## src/rtl/serial_mult_hs_if.sv

```systemverilog
// Handshake bundle for serial_mult_hs: operand channel, result channel, abort and status.
// The master side (operand source / result consumer) drives operands; the slave is the multiplier.
interface serial_mult_hs_if #(
  parameter int WIDTH = 8
);
  logic               in_valid;
  logic               in_ready;
  logic [WIDTH-1:0]   a;
  logic [WIDTH-1:0]   b;
  logic               signed_mode;
  logic               abort;
  logic               out_valid;
  logic               out_ready;
  logic [2*WIDTH-1:0] result;
  logic               busy;

  modport master (
    output in_valid, a, b, signed_mode, abort, out_ready,
    input  in_ready, out_valid, result, busy
  );

  modport slave (
    input  in_valid, a, b, signed_mode, abort, out_ready,
    output in_ready, out_valid, result, busy
  );
endinterface

```

## src/rtl/serial_mult_hs.sv

```systemverilog
// Shift-and-add multiplier with signed mode, optional early exit and ready/valid handshake.
// Works on operand magnitudes and applies the sign once, when the result is written.
module serial_mult_hs #(
  parameter int WIDTH      = 8,
  parameter bit EARLY_EXIT = 1'b1
) (
  input  logic            clk,
  input  logic            rst_n,
  serial_mult_hs_if.slave bus
);

  localparam int PW = 2 * WIDTH;
  localparam int CW = $clog2(WIDTH + 1);

  localparam logic [1:0] ST_IDLE = 2'd0;
  localparam logic [1:0] ST_RUN  = 2'd1;
  localparam logic [1:0] ST_DONE = 2'd2;

  // Two's complement magnitude; -2^(WIDTH-1) maps to 2^(WIDTH-1), still fitting WIDTH bits unsigned.
  function automatic logic [WIDTH-1:0] magnitude(input logic [WIDTH-1:0] v, input logic is_signed);
    if (is_signed && v[WIDTH-1]) begin
      magnitude = ~v + WIDTH'(1);
    end else begin
      magnitude = v;
    end
  endfunction

  function automatic logic [PW-1:0] apply_sign(input logic [PW-1:0] v, input logic negate);
    if (negate) begin
      apply_sign = ~v + PW'(1);
    end else begin
      apply_sign = v;
    end
  endfunction

  logic [1:0]       state_r;
  logic [WIDTH-1:0] mag_a_r;
  logic [PW-1:0]    mag_b_sh_r;
  logic [PW-1:0]    acc_r;
  logic [CW-1:0]    count_r;
  logic             neg_r;
  logic [PW-1:0]    result_r;
  logic             out_valid_r;

  logic [PW-1:0]    addend_s;
  logic [PW-1:0]    sum_s;
  logic             exit_s;
  logic             accept_s;

  // Partial-product sum, RUN exit decision and operand accept.
  always_comb begin
    addend_s = '0;
    sum_s    = '0;
    exit_s   = 1'b0;
    accept_s = 1'b0;
    if (mag_a_r[0]) begin
      addend_s = mag_b_sh_r;
    end else begin
      addend_s = '0;
    end
    sum_s = acc_r + addend_s;
    if (count_r == CW'(1)) begin
      exit_s = 1'b1;
    end else if (EARLY_EXIT && ((mag_a_r >> 1) == '0)) begin
      exit_s = 1'b1;
    end else begin
      exit_s = 1'b0;
    end
    if (state_r == ST_IDLE) begin
      accept_s = bus.in_valid;
    end else begin
      accept_s = 1'b0;
    end
  end

  // Control FSM; abort outranks both RUN exit and result consumption.
  always_ff @(posedge clk or negedge rst_n) begin
    if (!rst_n) begin
      state_r <= ST_IDLE;
    end else begin
      case (state_r)
        ST_IDLE: begin
          if (accept_s) state_r <= ST_RUN;
          else          state_r <= ST_IDLE;
        end
        ST_RUN: begin
          if (bus.abort)   state_r <= ST_IDLE;
          else if (exit_s) state_r <= ST_DONE;
          else             state_r <= ST_RUN;
        end
        ST_DONE: begin
          if (bus.abort || bus.out_ready) state_r <= ST_IDLE;
          else                            state_r <= ST_DONE;
        end
        default: state_r <= ST_IDLE;
      endcase
    end
  end

  // Datapath: load magnitudes on accept, then one shift-and-add step per RUN cycle.
  always_ff @(posedge clk or negedge rst_n) begin
    if (!rst_n) begin
      mag_a_r    <= '0;
      mag_b_sh_r <= '0;
      acc_r      <= '0;
      count_r    <= '0;
      neg_r      <= 1'b0;
    end else begin
      case (state_r)
        ST_IDLE: begin
          if (accept_s) begin
            mag_a_r    <= magnitude(bus.a, bus.signed_mode);
            mag_b_sh_r <= {{WIDTH{1'b0}}, magnitude(bus.b, bus.signed_mode)};
            acc_r      <= '0;
            count_r    <= CW'(WIDTH);
            neg_r      <= bus.signed_mode & (bus.a[WIDTH-1] ^ bus.b[WIDTH-1]);
          end else begin
            mag_a_r    <= mag_a_r;
            mag_b_sh_r <= mag_b_sh_r;
            acc_r      <= acc_r;
            count_r    <= count_r;
            neg_r      <= neg_r;
          end
        end
        ST_RUN: begin
          mag_a_r    <= mag_a_r >> 1;
          mag_b_sh_r <= mag_b_sh_r << 1;
          acc_r      <= sum_s;
          count_r    <= count_r - CW'(1);
          neg_r      <= neg_r;
        end
        default: begin
          mag_a_r    <= mag_a_r;
          mag_b_sh_r <= mag_b_sh_r;
          acc_r      <= acc_r;
          count_r    <= count_r;
          neg_r      <= neg_r;
        end
      endcase
    end
  end

  // Result register and out_valid; an aborted operation leaves the previous result in place.
  always_ff @(posedge clk or negedge rst_n) begin
    if (!rst_n) begin
      result_r    <= '0;
      out_valid_r <= 1'b0;
    end else begin
      case (state_r)
        ST_RUN: begin
          if (!bus.abort && exit_s) begin
            result_r    <= apply_sign(sum_s, neg_r);
            out_valid_r <= 1'b1;
          end else begin
            result_r    <= result_r;
            out_valid_r <= 1'b0;
          end
        end
        ST_DONE: begin
          result_r <= result_r;
          if (bus.abort || bus.out_ready) out_valid_r <= 1'b0;
          else                            out_valid_r <= 1'b1;
        end
        default: begin
          result_r    <= result_r;
          out_valid_r <= 1'b0;
        end
      endcase
    end
  end

  assign bus.in_ready  = (state_r == ST_IDLE);
  assign bus.busy      = (state_r != ST_IDLE);
  assign bus.out_valid = out_valid_r;
  assign bus.result    = result_r;

endmodule

```

## src/flat_wrapper.sv

```systemverilog
// flat-port wrapper written by rule: the top's interface ports become plain ports
module serial_mult_hs_flat 
#(
  parameter int WIDTH      = 8,
  parameter bit EARLY_EXIT = 1'b1
)
  (clk, rst_n, bus_in_valid, bus_a, bus_b, bus_signed_mode, bus_abort, bus_out_ready, bus_in_ready, bus_out_valid, bus_result, bus_busy);
  serial_mult_hs_if #(.WIDTH(WIDTH)) bus_i ();
  input  logic clk;
  input  logic rst_n;
  input wire logic [$bits(bus_i.in_valid)-1:0] bus_in_valid;
  input wire logic [$bits(bus_i.a)-1:0] bus_a;
  input wire logic [$bits(bus_i.b)-1:0] bus_b;
  input wire logic [$bits(bus_i.signed_mode)-1:0] bus_signed_mode;
  input wire logic [$bits(bus_i.abort)-1:0] bus_abort;
  input wire logic [$bits(bus_i.out_ready)-1:0] bus_out_ready;
  output wire logic [$bits(bus_i.in_ready)-1:0] bus_in_ready;
  output wire logic [$bits(bus_i.out_valid)-1:0] bus_out_valid;
  output wire logic [$bits(bus_i.result)-1:0] bus_result;
  output wire logic [$bits(bus_i.busy)-1:0] bus_busy;
  assign bus_i.in_valid = bus_in_valid;
  assign bus_i.a = bus_a;
  assign bus_i.b = bus_b;
  assign bus_i.signed_mode = bus_signed_mode;
  assign bus_i.abort = bus_abort;
  assign bus_i.out_ready = bus_out_ready;
  assign bus_in_ready = bus_i.in_ready;
  assign bus_out_valid = bus_i.out_valid;
  assign bus_result = bus_i.result;
  assign bus_busy = bus_i.busy;
  serial_mult_hs #(.WIDTH(WIDTH), .EARLY_EXIT(EARLY_EXIT)) u_core (.clk(clk), .rst_n(rst_n), .bus(bus_i));
endmodule
```

## config.mk

```make
export PLATFORM = sky130hd
export DESIGN_NAME = serial_mult_hs_flat
export DESIGN_NICKNAME = d
export VERILOG_FILES = /design/src/rtl/serial_mult_hs_if.sv /design/src/rtl/serial_mult_hs.sv /design/src/flat_wrapper.sv
export SDC_FILE = /design/constraint.sdc
export NUM_CORES = 1
export LEC_CHECK = 0
export CORE_ASPECT_RATIO = 1.1
export CORE_MARGIN = 4
export CORE_UTILIZATION = 52
export CTS_CLUSTER_SIZE = 24
export DETAILED_ROUTE_END_ITERATION = 8
export PLACE_DENSITY = 0.77
export SKIP_LAST_GASP = 1
export SLEW_MARGIN = 40
export SYNTH_ARGS = -nofsm -noshare
export SYNTH_HDL_FRONTEND = slang
export SYNTH_SLANG_ARGS = --single-unit
```

## constraint.sdc

```tcl
create_clock -name clk -period 3.66 [get_ports clk]
set_input_delay 0.366 -clock clk [delete_from_list [all_inputs] [get_ports clk]]
set_output_delay 0.366 -clock clk [all_outputs]
set_load 0.02 [all_outputs]
```

==> flow_summary.toml, run 1 <==
[worst_setup_path]
worstPathMaxFanout = 7
slowest_delay_ps = 530
cp.arrival_ps = 3740
crit_chain = "and2_1 -> ha_1 -> fa_1 -> a21o_1 -> a21oi_1 -> xnor2_1 -> nor4_1 -> or4b_1 -> o31ai_1 -> xnor2_1 -> mux2_2"
crit_type = "reg -> reg"
cp-end-kind = "flop"
required_ps = 3900
slowest_stage = "or4b_1"
cp-start-kind = "flop"
cp_common_cell = "xnor2_1"

[placement]
place_congestion = 0.8983
placed_area_um2 = 4738
dp_slack_ps = -34.69
port_buffers = 40
hpwl_um = 6885

[layout]
area_growth_pct = 20.28
multiInputGateArea_um2 = 2447
register_area_um2 = 1603
fillers = 661
post-route-util_pct = 63.75
num_antenna_cells = 0
final_area_um2 = 5017
nets = 580
drive_gt1_share_pct = 8.736

[sta]
slew_viol_final = 0
worst_pin_slew_ps = 703.4
worst_hold_slack_ps = 18.62
max_freq_mhz = 285.8
totalNegativeSetupSlack_ps = 0
final_hold_viol_count = 0
relSlewSlack_pct = 53.10
setup_viol = 0
skew_ps = 12.73
final.period_utilization_pct = 95.58
fin_crit_ps = 3498
worst_slack_ps = 161.6
rsz0062_at_grt = "no"

[yosys]
yosysWarnings = 0
synth_cell_types = 51
async_flop_share_pct = 100.0
synthesis.area_um2 = 4172
syn_avg_cell_area_um2 = 8.531
syn_inst = 489
synth_flop_cell = "dfrtp_1"
synth_edf_count = 0
synth_seq_cells = 64
ys_seq_area_share_pct = 38.39
syn-num-nets = 536

[routing]
vias = 3650
drtIter0Drc = 207
postRouteAntennaNets = 0
drc = 0
avgViaCountPerCell = 5.650
wire_per_inst_um = 14.29
first_pass_iters = 5
routed_wl_um = 9231

[floorplan]
die_h_um = 101.9
start_util_pct = 53.00
core_um2 = 7870
die-area_um2 = 9521
row_count = 34
ios = 41
die_x_um = 93.40

[clocking]
clock_latency_ps = 350
cts_tree = "built"
cts_buffers = 9
clkTransAtPathRegs_ps = 80
cts_buffer_depth = 2
cts.sinks = 64
root_buffer = "clkbuf_8"
htreeDepth = 3

[pwr]
ir_drop_mv = 0.3059
power_density_nw_per_um2 = 822.4
p_leak_nw = 2.255

[status]
status = "complete, no violations"

[grt]
gr-max-usage-layer = "met2"
met1_usage_pct = 24.79
track_usage_pct = 20.26
met2_usage_pct = 35.09
grt_max_degree = 51
grt_pass1_vias = 3417
antenna_found_initial = 0
grtUsageMet3_pct = 3.976
grt_overflow = 0
grt_pass1_wl_um = 15440

[job]
maxCapViolCount = 0

[min_path]
hp-class = "in -> async"
==> worst max-delay path, delay by kind of cell (launching register included) <==
kind | cells | cell delay, ps
adders and majority gates | 2 | 710
AOI/OAI and AO/OA | 3 | 630
xor gates and xnor gates | 2 | 290
and+or+nand+nor | 3 | 1050
muxes | 1 | 280
DFF | 1 | 430
==> layer usage <==
layer	share of wire (%)	vias up
met1	44	1721
li1	-	1819
met5	0	-
met4	2.2	0
met2	50	94
met3	4.2	16
==> what timing repair did <==
item | in CTS | in global routing
endpoints found under the setup margin | 1 | 4
hold buffers | 0 | 0
setup buffers | 1 | 0
pin swaps | 2 | 2
resized for setup | 1 | 6
==> synthesized netlist by cell type, types with 3 or more instances <==
master	count	area, um2
nand2_1	76	285.3
dfrtp_1	64	1602
o21ai_0	47	235.2
a21oi_1	31	155.2
nor2_1	26	97.59
ha_1	24	300.3
clkbuf_1	23	86.33
inv_1	20	75.07
xnor2_1	20	175.2
and2_1	17	106.4
nand3_1	17	85.08
xor2_1	14	122.6
a22o_1	10	87.58
a211oi_1	8	60.06
o22ai_1	8	50.05
a31oi_1	6	37.54
nor3_1	6	30.03
mux2i_1	5	50.05
nor2b_1	5	31.28
o211ai_1	5	37.54
nor3b_1	4	30.03
o31ai_1	4	30.03
a21boi_0	3	22.52
nand4_1	3	18.77
nor4_1	3	18.77
o21ai_1	3	15.01
or3_1	3	18.77
or4_1	3	22.52
==> layout by cell type (no fill, tap or decap), types with 3 or more instances in the layout <==
cell             instances
nor3_1                   6
nor4_1                   3
xor2_1                  14
a211oi_1                 7
and2_1                  17
inv_1                   20
or3_1                    3
buf_4                   18
a22o_1                  10
nand3_1                 17
nor2b_1                  5
dfrtp_1                 63
nand2_1                 76
xnor2_1                 20
a21oi_1                 31
o22ai_1                  8
o21ai_1                  3
o21ai_0                 46
clkbuf_8                11
clkdlybuf4s50_1         39
a21boi_0                 3
nor3b_1                  4
o211ai_1                 5
mux2i_1                  5
nand4_1                  3
nor2_1                  26
o31ai_1                  4
ha_1                    22
a31oi_1                  6
or4_1                    3
==> power breakdown <==
group | switching (mW) | internal (mW)
combinational | 1.29 | 0.967
sequential | 0.205 | 0.961
clock | 0.285 | 0.422
==> state kept, by name, indices dropped and copies added (netlist names) <==
signal and flops:
u_core.acc_r 16, u_core.bus.result 16, u_core.mag_b_sh_r 16, u_core.mag_a_r 8, u_core.count_r 4, u_core.state_r 2, u_core.bus.out_valid 1, u_core.neg_r 1
==> through the flow <==
step	power [mW]	cells
after floorplan	2.668	489
after global placement	3.305	629
after detailed placement	3.374	629
after CTS	4.098	646
after global routing	4.445	646
final	4.126	646
==> kinds of logic after synthesis <==
kind of cell | Yosys count | share of synthesized area, %
AO/OA/AOI/OAI | 139 | 20.61
AND/OR/NAND/NOR | 176 | 20.49
XOR/XNOR | 34 | 7.139
buffers and inverters | 44 | 3.959
adder cells (fa/ha/maj) | 25 | 7.679
flip-flops | 64 | 38.39
multiplexers | 7 | 1.740
==> layout make-up <==
type                       count  area share, %
clock buffer                  12          3.092
clock inverter                 4          1.521
timing repair buffer          57          10.47
multi-input combinational    381          48.78
inverter                      20          1.496
tap                          108          2.693
sequential                    64          31.95
==> worst paths after layout <==
check	from	endpoint	slack, ps	cells past startpoint
max	u_core.mag_a_r[0]	u_core.bus.result[14]	160	11
min	rst_n	u_core.bus.result[3]	20	1
max reg2reg	u_core.mag_a_r[0]	u_core.bus.result[14]	160	11
min reg2reg	u_core.mag_b_sh_r[15]	u_core.mag_b_sh_r[15]	480	2
max in group asynchronous	rst_n	u_core.bus.result[11]	2980	2
min in group clk	u_core.mag_b_sh_r[15]	u_core.mag_b_sh_r[15]	480	2
Note: power is estimated with default switching activity, not from simulation.
==> run 2, diff against run 1 <==
--- a/config.mk
+++ b/config.mk
@@ -11,6 +11,7 @@
 export CTS_CLUSTER_SIZE = 24
 export DETAILED_ROUTE_END_ITERATION = 8
 export PLACE_DENSITY = 0.77
+export SETUP_SLACK_MARGIN = 0.4
 export SKIP_LAST_GASP = 1
 export SLEW_MARGIN = 40
 export SYNTH_ARGS = -nofsm -noshare
==> run 2 against run 1 <==
  * Core utilization rose by 0.94 points
  * Register-to-register slack better by 20 ps
  * Largest power group unchanged
  * Highest routed layer unchanged
  * Cell count is 0.15% lower
  * Clock-buffer cell count fell by 1
  * Non-clock buffer count shrank 1
  * Total power rose by 2.7%
  * Final area up 1.5%
  * Sequential power barely moved
  * Global-route usage grew 0.51 points
==> flow_summary.toml, run 2 (same netlist as run 1, synthesis figures left out) <==
[status]
status = "complete, no violations"

[layout]
drive_gt1_share_pct = 12.10
nets = 579
final_common_cell = "nand2_1"
area_growth_pct = 22.05
num_antenna_cells = 0
fillers = 679
final_cell_mix = "nand2_1, dfrtp_1, o21ai_0, clkdlybuf4s50_1, a21oi_1"

[worst_setup_path]
worstPathMaxFanout = 11
cp-end-kind = "flop"
cp-start-kind = "flop"
crit_chain = "buf_4 -> and2_1 -> ha_1 -> a21oi_1 -> a21boi_0 -> and4_1 -> or4_1 -> nand4_1 -> o31ai_2 -> xnor2_1 -> mux2_2"
r2r_setup_slack_ps = 180
required_ps = 3890
r2r-start = "u_core.mag_a_r[0]"
r2r-end = "u_core.bus.result[14]"
reg2reg_depth = 11
crit_type = "reg -> reg"
cp.arrival_ps = 3710
slowest_delay_ps = 560
slowest_stage = "or4_1"

[grt]
grt_pass1_vias = 3484
grt_max_degree = 44
antenna_found_initial = 0
grt_pass1_wl_um = 15870
track_usage_pct = 20.77
grt_overflow = 0

[routing]
wire_per_inst_um = 14.75
routed_wl_um = 9515
drc = 0
drtIter0Drc = 151
postRouteAntennaNets = 0
avgViaCountPerCell = 5.594
vias = 3608
first_pass_iters = 4

[pwr]
p_seq_share_pct = 28.0
p_int_mw = 2.376
ir_drop_mv = 0.4069
clkPwrFrac_pct = 14.8
combPwrFrac_pct = 57.3
switchingPower_mw = 1.859
power_mw = 4.236
power_density_nw_per_um2 = 832.0
switching_share_pct = 43.90
p_leak_nw = 2.253

[sta]
worst_pin_slew_ps = 659.2
worst_slack_ps = 183.8
slew_viol_final = 0
final_hold_viol_count = 0
max_freq_mhz = 287.7
rsz0062_at_grt = "yes"
fin_crit_ps = 3476
setup_viol = 0
worst_hold_slack_ps = 7.844
relSlewSlack_pct = 56.06
totalNegativeSetupSlack_ps = 0
skew_ps = 11.56
final.period_utilization_pct = 94.98

[min_path]
hp-class = "in -> async"

[placement]
dp_slack_ps = 97.62
place_congestion = 0.8950
port_buffers = 40
hpwl_um = 6881

[floorplan]
core_um2 = 7870
start_util_pct = 53.00
ios = 41
die_h_um = 101.9
die_x_um = 93.40
row_count = 34
die-area_um2 = 9521

[clocking]
cts.sinks = 64
cts_buffer_depth = 2
htreeDepth = 3
clkTransAtPathRegs_ps = 80
root_buffer = "clkbuf_8"
cts_tree = "built"
clock_latency_ps = 340
cts_buffers = 9

[job]
maxCapViolCount = 0
run 2: how the worst max path moves through the flow:
stage | from | end | slack (ps)
2_1_floorplan | u_core.mag_a_r[0] | u_core.bus.result[15] | 340
3_3_place_gp | u_core.mag_a_r[0] | u_core.bus.result[15] | 200
3_5_place_dp | u_core.mag_a_r[0] | u_core.bus.result[15] | 100
4_1_cts | u_core.mag_a_r[0] | u_core.bus.result[15] | 190
5_1_grt | u_core.mag_a_r[0] | u_core.bus.result[14] | 30
6_report | u_core.mag_a_r[0] | u_core.bus.result[14] | 180
run 2: layout make-up:
type | instances | area (um2) | area share [%]
sequential | 64 | 1603 | 31.48
tap | 108 | 135.1 | 2.654
timing repair buffer | 56 | 521.8 | 10.25
inverter | 20 | 75.07 | 1.475
clock buffer | 11 | 151.4 | 2.974
clock inverter | 5 | 55.05 | 1.081
multi-input combinational | 381 | 2550 | 50.09
run 2: critical path, delay by kind of cell (launching register included):
family	cells	cell delay (ps)
AO/OA/AOI/OAI	3	770
XOR/XNOR	1	170
adder cells (fa/ha/maj)	1	360
buffers and inverters	1	180
flip-flops	1	440
multiplexers	1	280
AND/OR/NAND/NOR	4	1160
run 2: power by group through the flow:
stage	Combinational, mW	Clock, mW	Sequential (mW)
2_1_floorplan	1.52	0	1.21
3_3_place_gp	2.12	0	1.17
3_5_place_dp	2.17	0	1.18
4_1_cts	2.31	0.639	1.18
5_1_grt	2.70	0.666	1.22
6_report	2.43	0.626	1.18
run 2: stage by stage:
stage                     cell area (um2)  std cells  utilization [%]
final                                5091        645            64.69
after detailed placement             4726        621            60.05
after global placement               4723        621            60.02
after CTS                            5030        642            63.91
after floorplan                      4220        489                -
after global routing                 5091        645            64.69
run 2: what timing repair did:
item / 4_1_cts / 5_1_grt
pin swaps: 10 / 7
setup buffers: 5 / 3
hold buffers: 0 / 0
resized for setup: 14 / 12
endpoints found under the setup margin: 7 / 8
run 2: metal layers:
metal  global-route usage (%)  up-vias  share of wire, %
met5                        0        -                 0
li1                         -     1819                 -
met2                    36.14       82                49
met1                    26.54     1694                45
met3                    2.946       13               4.6
met4                    7.215        0               1.4
==> run 3, diff against run 2 <==
--- a/config.mk
+++ b/config.mk
@@ -17,3 +17,4 @@
 export SYNTH_ARGS = -nofsm -noshare
 export SYNTH_HDL_FRONTEND = slang
 export SYNTH_SLANG_ARGS = --single-unit
+export TNS_END_PERCENT = 1
==> run 3 against run 2 <==
  * Combinational power fell by 3%
  * Clock-buffer cell count stayed put
  * Non-clock buffer count decreased by 3
==> flow_summary.toml, run 3 (same netlist as run 1, synthesis figures left out) <==
[routing]
routed_wl_um = 9306
vias = 3561
avgViaCountPerCell = 5.547
wire_per_inst_um = 14.50
first_pass_iters = 4
postRouteAntennaNets = 0
drtIter0Drc = 138
drc = 0

[grt]
grt_max_degree = 44
track_usage_pct = 20.54
grt_pass1_wl_um = 15700
grt_pass1_vias = 3466
grt_overflow = 0
antenna_found_initial = 0

[clocking]
root_buffer = "clkbuf_8"
cts.sinks = 64
htreeDepth = 3
cts_tree = "built"
clock_latency_ps = 340
clkTransAtPathRegs_ps = 80
cts_buffers = 9
cts_buffer_depth = 2

[layout]
num_antenna_cells = 0
final_common_cell = "nand2_1"
finalNonFillerCells = 642
area_growth_pct = 21.00
post-route-util_pct = 64.13
drive_gt1_share_pct = 11.42
nets = 576
final_area_um2 = 5047
final_cell_mix = "nand2_1, dfrtp_1, o21ai_0, clkdlybuf4s50_1, a21oi_1"

[sta]
worst_pin_slew_ps = 597.2
setup_viol = 0
fin_crit_ps = 3387
max_freq_mhz = 295.2
totalNegativeSetupSlack_ps = 0
worst_hold_slack_ps = 11.96
slew_viol_final = 0
relSlewSlack_pct = 60.10
skew_ps = 10.67
final.period_utilization_pct = 92.55
final_hold_viol_count = 0
rsz0062_at_grt = "yes"
worst_slack_ps = 272.7

[status]
status = "complete, no violations"

[floorplan]
die-area_um2 = 9521
row_count = 34
core_um2 = 7870
ios = 41
die_h_um = 101.9
start_util_pct = 53.00
die_x_um = 93.40

[pwr]
power_density_nw_per_um2 = 822.7
p_leak_nw = 2.232
power_mw = 4.152
ir_drop_mv = 0.4049

[min_path]
hp-class = "in -> async"

[job]
maxCapViolCount = 0

[worst_setup_path]
r2r-start = "u_core.mag_a_r[0]"
crit_type = "reg -> reg"
required_ps = 3850
cp-end-kind = "flop"
cp.arrival_ps = 3580
critical_path.startpoint = "u_core.mag_a_r[0]"
cp-start-kind = "flop"
worstPathMaxFanout = 7

[placement]
dp.cells = 621
placed_area_um2 = 4726
place_congestion = 0.8950
port_buffers = 40
hpwl_um = 6881
dp_slack_ps = 97.62
==> run 3: changes by cell type in the layout (fill, tap and decap cells not counted), sizes merged <==
cell	delta
buf	-3
==> run 3: layout make-up <==
class / instances / area, um2
Clock buffer: 11 / 151.4
Clock inverter: 5 / 55.05
Fill cell: 686 / 2823
Inverter: 20 / 75.07
Multi-Input combinational cell: 381 / 2532
Sequential cell: 64 / 1603
Tap cell: 108 / 135.1
Timing Repair Buffer: 53 / 495.5
==> run 3: layer usage <==
metal | vias to the layer above | GRT usage, % | share of wire (%)
met5 | - | 0 | 0
met2 | 75 | 35.75 | 49
met3 | 12 | 2.946 | 5.3
met4 | 0 | 7.215 | 1.4
li1 | 1809 | - | -
met1 | 1665 | 26.17 | 45
==> run 3: repair_timing <==
action | 4_1_cts | 5_1_grt
resized for setup | 8 | 13
gates cloned | 0 | 0
endpoints found under the setup margin | 7 | 9
hold buffers | 0 | 0
pin swaps | 8 | 5
setup buffers | 3 | 2
==> run 3: path summary, 6_finish.rpt <==
check / to / slack, ps / depth (start not counted)
min in group clk: u_core.mag_b_sh_r[15] / 470 / 2
min reg2reg: u_core.mag_b_sh_r[15] / 470 / 2
min: u_core.bus.result[15] / 10 / 1
max: u_core.bus.result[11] / 270 / 11
max reg2reg: u_core.bus.result[11] / 270 / 11
max in group asynchronous: u_core.mag_a_r[0] / 2940 / 2
==> run 3: worst max-delay path, cell delays in order (launching register included) <==
cell and delay (ps):
dfrtp_2 440, and2_1 150, ha_2 210, a211oi_4 320, nor4b_1 90, or4_4 550, or4_4 540, or4_4 470
buf_4 170, o21ai_2 120, xnor2_1 120, o21ai_0 80
==> run 3: report_power, final <==
part	internal [mW]	switching (mW)	total [mW]
sequential	0.961	0.218	1.18
clock	0.349	0.275	0.625
combinational	1.03	1.32	2.35
